<file path="src/rtl/func_arbiter_pkg.sv">
// Shared definitions for the function-arbiter fabric.
// Only the return-value width is needed by the child return scheduler.
package func_arbiter_pkg;
    localparam int RET_DW = 32;
endpackage

</file>
<file path="src/rtl/ret_sync_fifo.sv">
// First-word-fall-through synchronous FIFO holding return entries for one parent.
// Head entry is presented combinationally from the storage array while non-empty.
module ret_sync_fifo #(
    parameter int DW    = 36,
    parameter int DEPTH = 4
) (
    input  logic                       clk,
    input  logic                       rst,
    input  logic                       i_push,
    input  logic [DW-1:0]              i_din,
    input  logic                       i_pop,
    output logic                       o_empty_n,
    output logic [DW-1:0]              o_dout,
    output logic [$clog2(DEPTH):0]     o_count
);
    localparam int AW = $clog2(DEPTH);
    localparam logic [AW:0] FULL_CNT = (AW+1)'(DEPTH);

    logic [DW-1:0] r_mem [DEPTH];
    logic [AW-1:0] r_wr_ptr;
    logic [AW-1:0] r_rd_ptr;
    logic [AW:0]   r_count;
    logic          w_do_push;
    logic          w_do_pop;

    // Pops on an empty FIFO and pushes on a full one are dropped outright.
    assign w_do_pop  = i_pop && (r_count != '0);
    assign w_do_push = i_push && (r_count < FULL_CNT);

    always_ff @(posedge clk) begin
        if (w_do_push && !rst) begin
            r_mem[r_wr_ptr] <= i_din;
        end
    end

    always_ff @(posedge clk) begin
        if (rst) begin
            r_wr_ptr <= '0;
            r_rd_ptr <= '0;
            r_count  <= '0;
        end else begin
            if (w_do_push) begin
                r_wr_ptr <= r_wr_ptr + 1'b1;
            end
            if (w_do_pop) begin
                r_rd_ptr <= r_rd_ptr + 1'b1;
            end
            case ({w_do_push, w_do_pop})
                2'b10:   r_count <= r_count + 1'b1;
                2'b01:   r_count <= r_count - 1'b1;
                default: r_count <= r_count;
            endcase
        end
    end

    assign o_empty_n = (r_count != '0);
    assign o_dout    = r_mem[r_rd_ptr];
    assign o_count   = r_count;
endmodule

</file>
<file path="src/rtl/child_ret_scheduler.sv">
// Round-robin scheduler moving child return values into per-parent return FIFOs.
// One child is granted per cycle; children whose destination FIFO is full are skipped.
module child_ret_scheduler
    import func_arbiter_pkg::*;
#(
    parameter int PARENT     = 4,
    parameter int CHILD      = 16,
    parameter int LOG_PARENT = (PARENT == 1) ? 1 : $clog2(PARENT),
    parameter int LOG_CHILD  = (CHILD == 1) ? 1 : $clog2(CHILD),
    parameter int FIFO_DEPTH = 4
) (
    input  logic                          clk,
    input  logic                          rst,
    input  logic [CHILD-1:0]              child_retVld_i,
    input  logic [RET_DW-1:0]             child_retDin_i [CHILD],
    input  logic [LOG_PARENT-1:0]         child_parentMod_i [CHILD],
    output logic [CHILD-1:0]              child_retRdy_o,
    input  logic [PARENT-1:0]             parent_retFifo_pop_i,
    output logic [PARENT-1:0]             parent_retFifo_empty_n_o,
    output logic [RET_DW+LOG_CHILD-1:0]   parent_retFifo_dout_o [PARENT]
);
    localparam int CW = $clog2(FIFO_DEPTH) + 1;
    localparam logic [CW-1:0] FULL_CNT = CW'(FIFO_DEPTH);

    logic [LOG_CHILD-1:0]  r_rr_ptr;
    logic [CW-1:0]         w_count [PARENT];
    logic [CHILD-1:0]      w_elig;
    logic                  w_found;
    logic [LOG_CHILD-1:0]  w_grant;
    logic [LOG_CHILD-1:0]  w_idx;
    logic [LOG_PARENT-1:0] w_sel_parent;
    logic [RET_DW-1:0]     w_sel_din;

    // Eligibility uses the registered FIFO count, so a same-cycle pop frees no space.
    generate
        for (genvar gi = 0; gi < CHILD; gi++) begin : g_elig
            assign w_elig[gi] = !rst && child_retVld_i[gi]
                                && (int'(child_parentMod_i[gi]) < PARENT)
                                && (w_count[child_parentMod_i[gi]] < FULL_CNT);
            assign child_retRdy_o[gi] = w_found && (w_grant == LOG_CHILD'(gi));
        end
    endgenerate

    always_comb begin
        w_found = 1'b0;
        w_grant = '0;
        w_idx   = r_rr_ptr;
        for (int k = 0; k < CHILD; k++) begin
            if (!w_found && w_elig[w_idx]) begin
                w_found = 1'b1;
                w_grant = w_idx;
            end
            w_idx = (w_idx == LOG_CHILD'(CHILD - 1)) ? '0 : w_idx + 1'b1;
        end
    end

    assign w_sel_parent = child_parentMod_i[w_grant];
    assign w_sel_din    = child_retDin_i[w_grant];

    always_ff @(posedge clk) begin
        if (rst) begin
            r_rr_ptr <= '0;
        end else if (w_found) begin
            r_rr_ptr <= (w_grant == LOG_CHILD'(CHILD - 1)) ? '0 : w_grant + 1'b1;
        end
    end

    generate
        for (genvar gi = 0; gi < PARENT; gi++) begin : g_fifo
            ret_sync_fifo #(
                .DW    (RET_DW + LOG_CHILD),
                .DEPTH (FIFO_DEPTH)
            ) u_fifo (
                .clk       (clk),
                .rst       (rst),
                .i_push    (w_found && (w_sel_parent == LOG_PARENT'(gi))),
                .i_din     ({w_grant, w_sel_din}),
                .i_pop     (parent_retFifo_pop_i[gi]),
                .o_empty_n (parent_retFifo_empty_n_o[gi]),
                .o_dout    (parent_retFifo_dout_o[gi]),
                .o_count   (w_count[gi])
            );
        end
    endgenerate
endmodule

</file>
<file path="config.mk">
export PLATFORM = sky130hd
export DESIGN_NAME = child_ret_scheduler
export DESIGN_NICKNAME = d
export VERILOG_FILES = /design/src/rtl/func_arbiter_pkg.sv /design/src/rtl/ret_sync_fifo.sv /design/src/rtl/child_ret_scheduler.sv
export SDC_FILE = /design/constraint.sdc
export NUM_CORES = 1
export LEC_CHECK = 0
export ABC_AREA = 1
export CAP_MARGIN = 20
export CORE_MARGIN = 3
export CORE_UTILIZATION = 25
export CTS_CLUSTER_DIAMETER = 50
export CTS_CLUSTER_SIZE = 16
export DETAILED_ROUTE_END_ITERATION = 8
export PLACE_DENSITY = 0.52
export SLEW_MARGIN = 40
export SYNTH_ARGS = -nofsm -noshare
export SYNTH_HDL_FRONTEND = slang
export SYNTH_HIERARCHICAL = 1
export SYNTH_SLANG_ARGS = --single-unit
export TNS_END_PERCENT = 10
</file>
<file path="constraint.sdc">
create_clock -name clk -period 8.3 [get_ports clk]
set_input_delay 1.66 -clock clk [delete_from_list [all_inputs] [get_ports clk]]
set_output_delay 1.66 -clock clk [all_outputs]
set_load 0.02 [all_outputs]
</file>
==> metrics.txt <==
run status finished clean; final period utilization 95.16%; RSZ-0062 raised after global routing yes; worst hold-check path type reg -> reg; vias 29,650; final critical-path required period 7898 ps; post-DR wirelength/cell 24.44 um; Slew @ Worst Pin 990.0 ps; total of max-cap violations 0; CTS sink cnt 616; Synthesized Nets 4,242; Tot GR Track Use 22.01%; fin area 46,000 um2; Worst path max stage delay 510 ps; number of remaining DRC errors 0; io pins 730; DIE WIDTH 367.3 um; sequential area share after synthesis 55.47%; clock buffer count from CTS 71; Ys Warns 6; Hold Crit Start g_fifo[1].u_fifo/o_count[0]; CP Capture Type output pin; post-synth top area share 53.01%; cell count after synthesis 3,640; initial antenna violation count 43; clk_lat worst skew 630 ps; setup TNS 0 ps; Post-DP Area 43,470 um2; first-pass GRT wire length 213.4 mm; depth of the worst register-to-register path 40; Root Buffer clkbuf_16; commonest non-fill, non-tap cell in the layout nand2_1; die height 367.3 um; vias in the first global route 28,820; DRT Pass-1 Iters 6; Reg2Reg Capture Point g_fifo[3].u_fifo/r_mem[2][22]; largest net degree at the start of global routing 160; core area 128,500 um2; final hold vios 0; H-tree lvl count 3; Fillers 13,200; share of layout cells above drive strength 1 11.04%; Clock transition at path regs 50 ps; top cells by area, synth edfxtp_1 (53%), nand2_1 (9.6%), nor2_1 (6.6%), o21ai_1 (6.0%), nand3_1 (2.9%); Fmax 126.6 MHz; hpwl dp 115.1 mm; CTS tree yes; slowest stage cell, crit path clkdlybuf4s50_1; area grow syn2layout 40.99%; Final ANT Viol Nets 0; maximum fanout along the worst path 21; Crit Reg-Reg Startpoint r_rr_ptr[0]; Yosys cell types 43; Slew Limit Fails 0; final WL 153.6 mm; vias per cell 4.718; Max clock buf depth 3; Setup Skew 37.78 ps; Syn Area/Cell 8.963 um2; Yosys reg bits 616; Cell Area, Synth 32,630 um2; WP data required 6640 ps; Critical Path AT 6240 ps; Final GP Congestion 0.9599; die area 134,900 um2; final setup fails 0; CP startpoint kind input port; Final #Nets 5,085; Yosys top cell by area edfxtp_1; Cell Rows 131; DRT iter0 DRCs 2,581; slew margin rel. 34.00%; Hold Path Sink g_fifo[1].u_fifo/o_count[0]; hold-critical path depth 1; R2R Setup Slk 1120 ps; Worst Path Class, Setup in -> out; Initial Util 25.39%; GRT Residual Overflow 0; Buffers on Ports 729; commonest cells after routing, fill and taps aside nand2_1 (834), clkdlybuf4s50_1 (712), edfxtp_1 (576)
[through the flow]
step	hold WS (ps)	cells	setup slack (ps)	utilization (%)
2_1_floorplan	443.5	3640	975.2	-
3_3_place_gp	463.4	6138	-109.3	33.83
3_5_place_dp	465.8	6138	-133.6	33.83
4_1_cts	477.0	6268	84.33	35.73
5_1_grt	501.6	6275	-5.266	35.78
6_report	474.2	6284	401.9	35.80
[layer usage]
metal  track usage [%]  vias to the layer above  wire (um)
li1                  -                    14310          -
met1             28.82                    14060      65490
met2             34.87                     1057      69380
met3             5.610                      197      12560
met4             8.438                       30       5986
met5                 0                        -        179
[logic make-up (layout without fill, tap and decap cells)]
group,Yosys count,in the layout,synth area share [%]
AOI/OAI and AO/OA,891,891,14.80
adders and majority gates,36,36,1.473
buffers and inverters,397,1297,6.757
DFF,616,616,55.47
other,0,15,0
and+or+nand+nor,1700,1700,21.50
[state kept, by name, summed over array words and instances (netlist names), named ones only]
name,count
g_fifo.u_fifo/r_mem,576
g_fifo.u_fifo/r_rd_ptr,8
r_rr_ptr,4
g_fifo.u_fifo/o_count,12
g_fifo.u_fifo/r_wr_ptr,8
[worst max-delay path, delay by kind of cell]
kind / cells / cell delay, ps
buffers and inverters: 9 / 1440
and+or+nand+nor: 22 / 2900
adders and majority gates: 1 / 170
[timing repair]
action,CTS,global route
hold buffers,0,0
buffers inserted,0,0
resized for setup,5,20
endpoints found under the setup margin,4,15
[how the worst max path moves through the flow]
stage	from	endpoint
floorplan	rst	child_retRdy_o[3]
detailed placement	child_parentMod_i[0]	child_retRdy_o[11]
global placement	child_parentMod_i[0]	child_retRdy_o[11]
global route	rst	child_retRdy_o[15]
CTS	rst	child_retRdy_o[7]
finish	rst	child_retRdy_o[3]
[cell usage after synthesis]
master	number
nand2_1	837
edfxtp_1	576
nor2_1	574
o21ai_1	389
nand3_1	192
o21ai_0	185
inv_1	155
o22ai_1	150
buf_2	95
a21oi_1	91
a21o_1	63
buf_6	52
buf_4	41
dfxtp_1	40
ha_1	32
nand2_2	23
clkbuf_1	22
nand4_1	21
nand3_2	16
inv_2	14
a31oi_1	7
nor2_4	7
nand2_4	6
nand3b_1	6
buf_1	5
inv_4	5
nor3_1	5
fa_1	4
inv_6	4
or2_2	4
o211ai_1	3
a211oi_1	2
and3_1	2
clkbuf_2	2
nand3b_2	2
and2_1	1
buf_12	1
clkinv_1	1
nor2_2	1
nor3_2	1
nor3_4	1
nor4_1	1
o21ai_2	1
[area by class of cell]
cell class,instances,area (um2),area share (%)
flip-flops and latches,616,18120,39.38
multi-input cells,2627,12460,27.08
repair buffers,988,10070,21.89
well taps,1729,2163,4.703
clock buffers,76,1795,3.903
inverters,179,713.2,1.550
clock inverters,54,648.1,1.409
diodes,15,37.54,0.08160
Power is not shown: default switching activity piles up to over one toggle a cycle in this logic, so the estimate is an artifact.
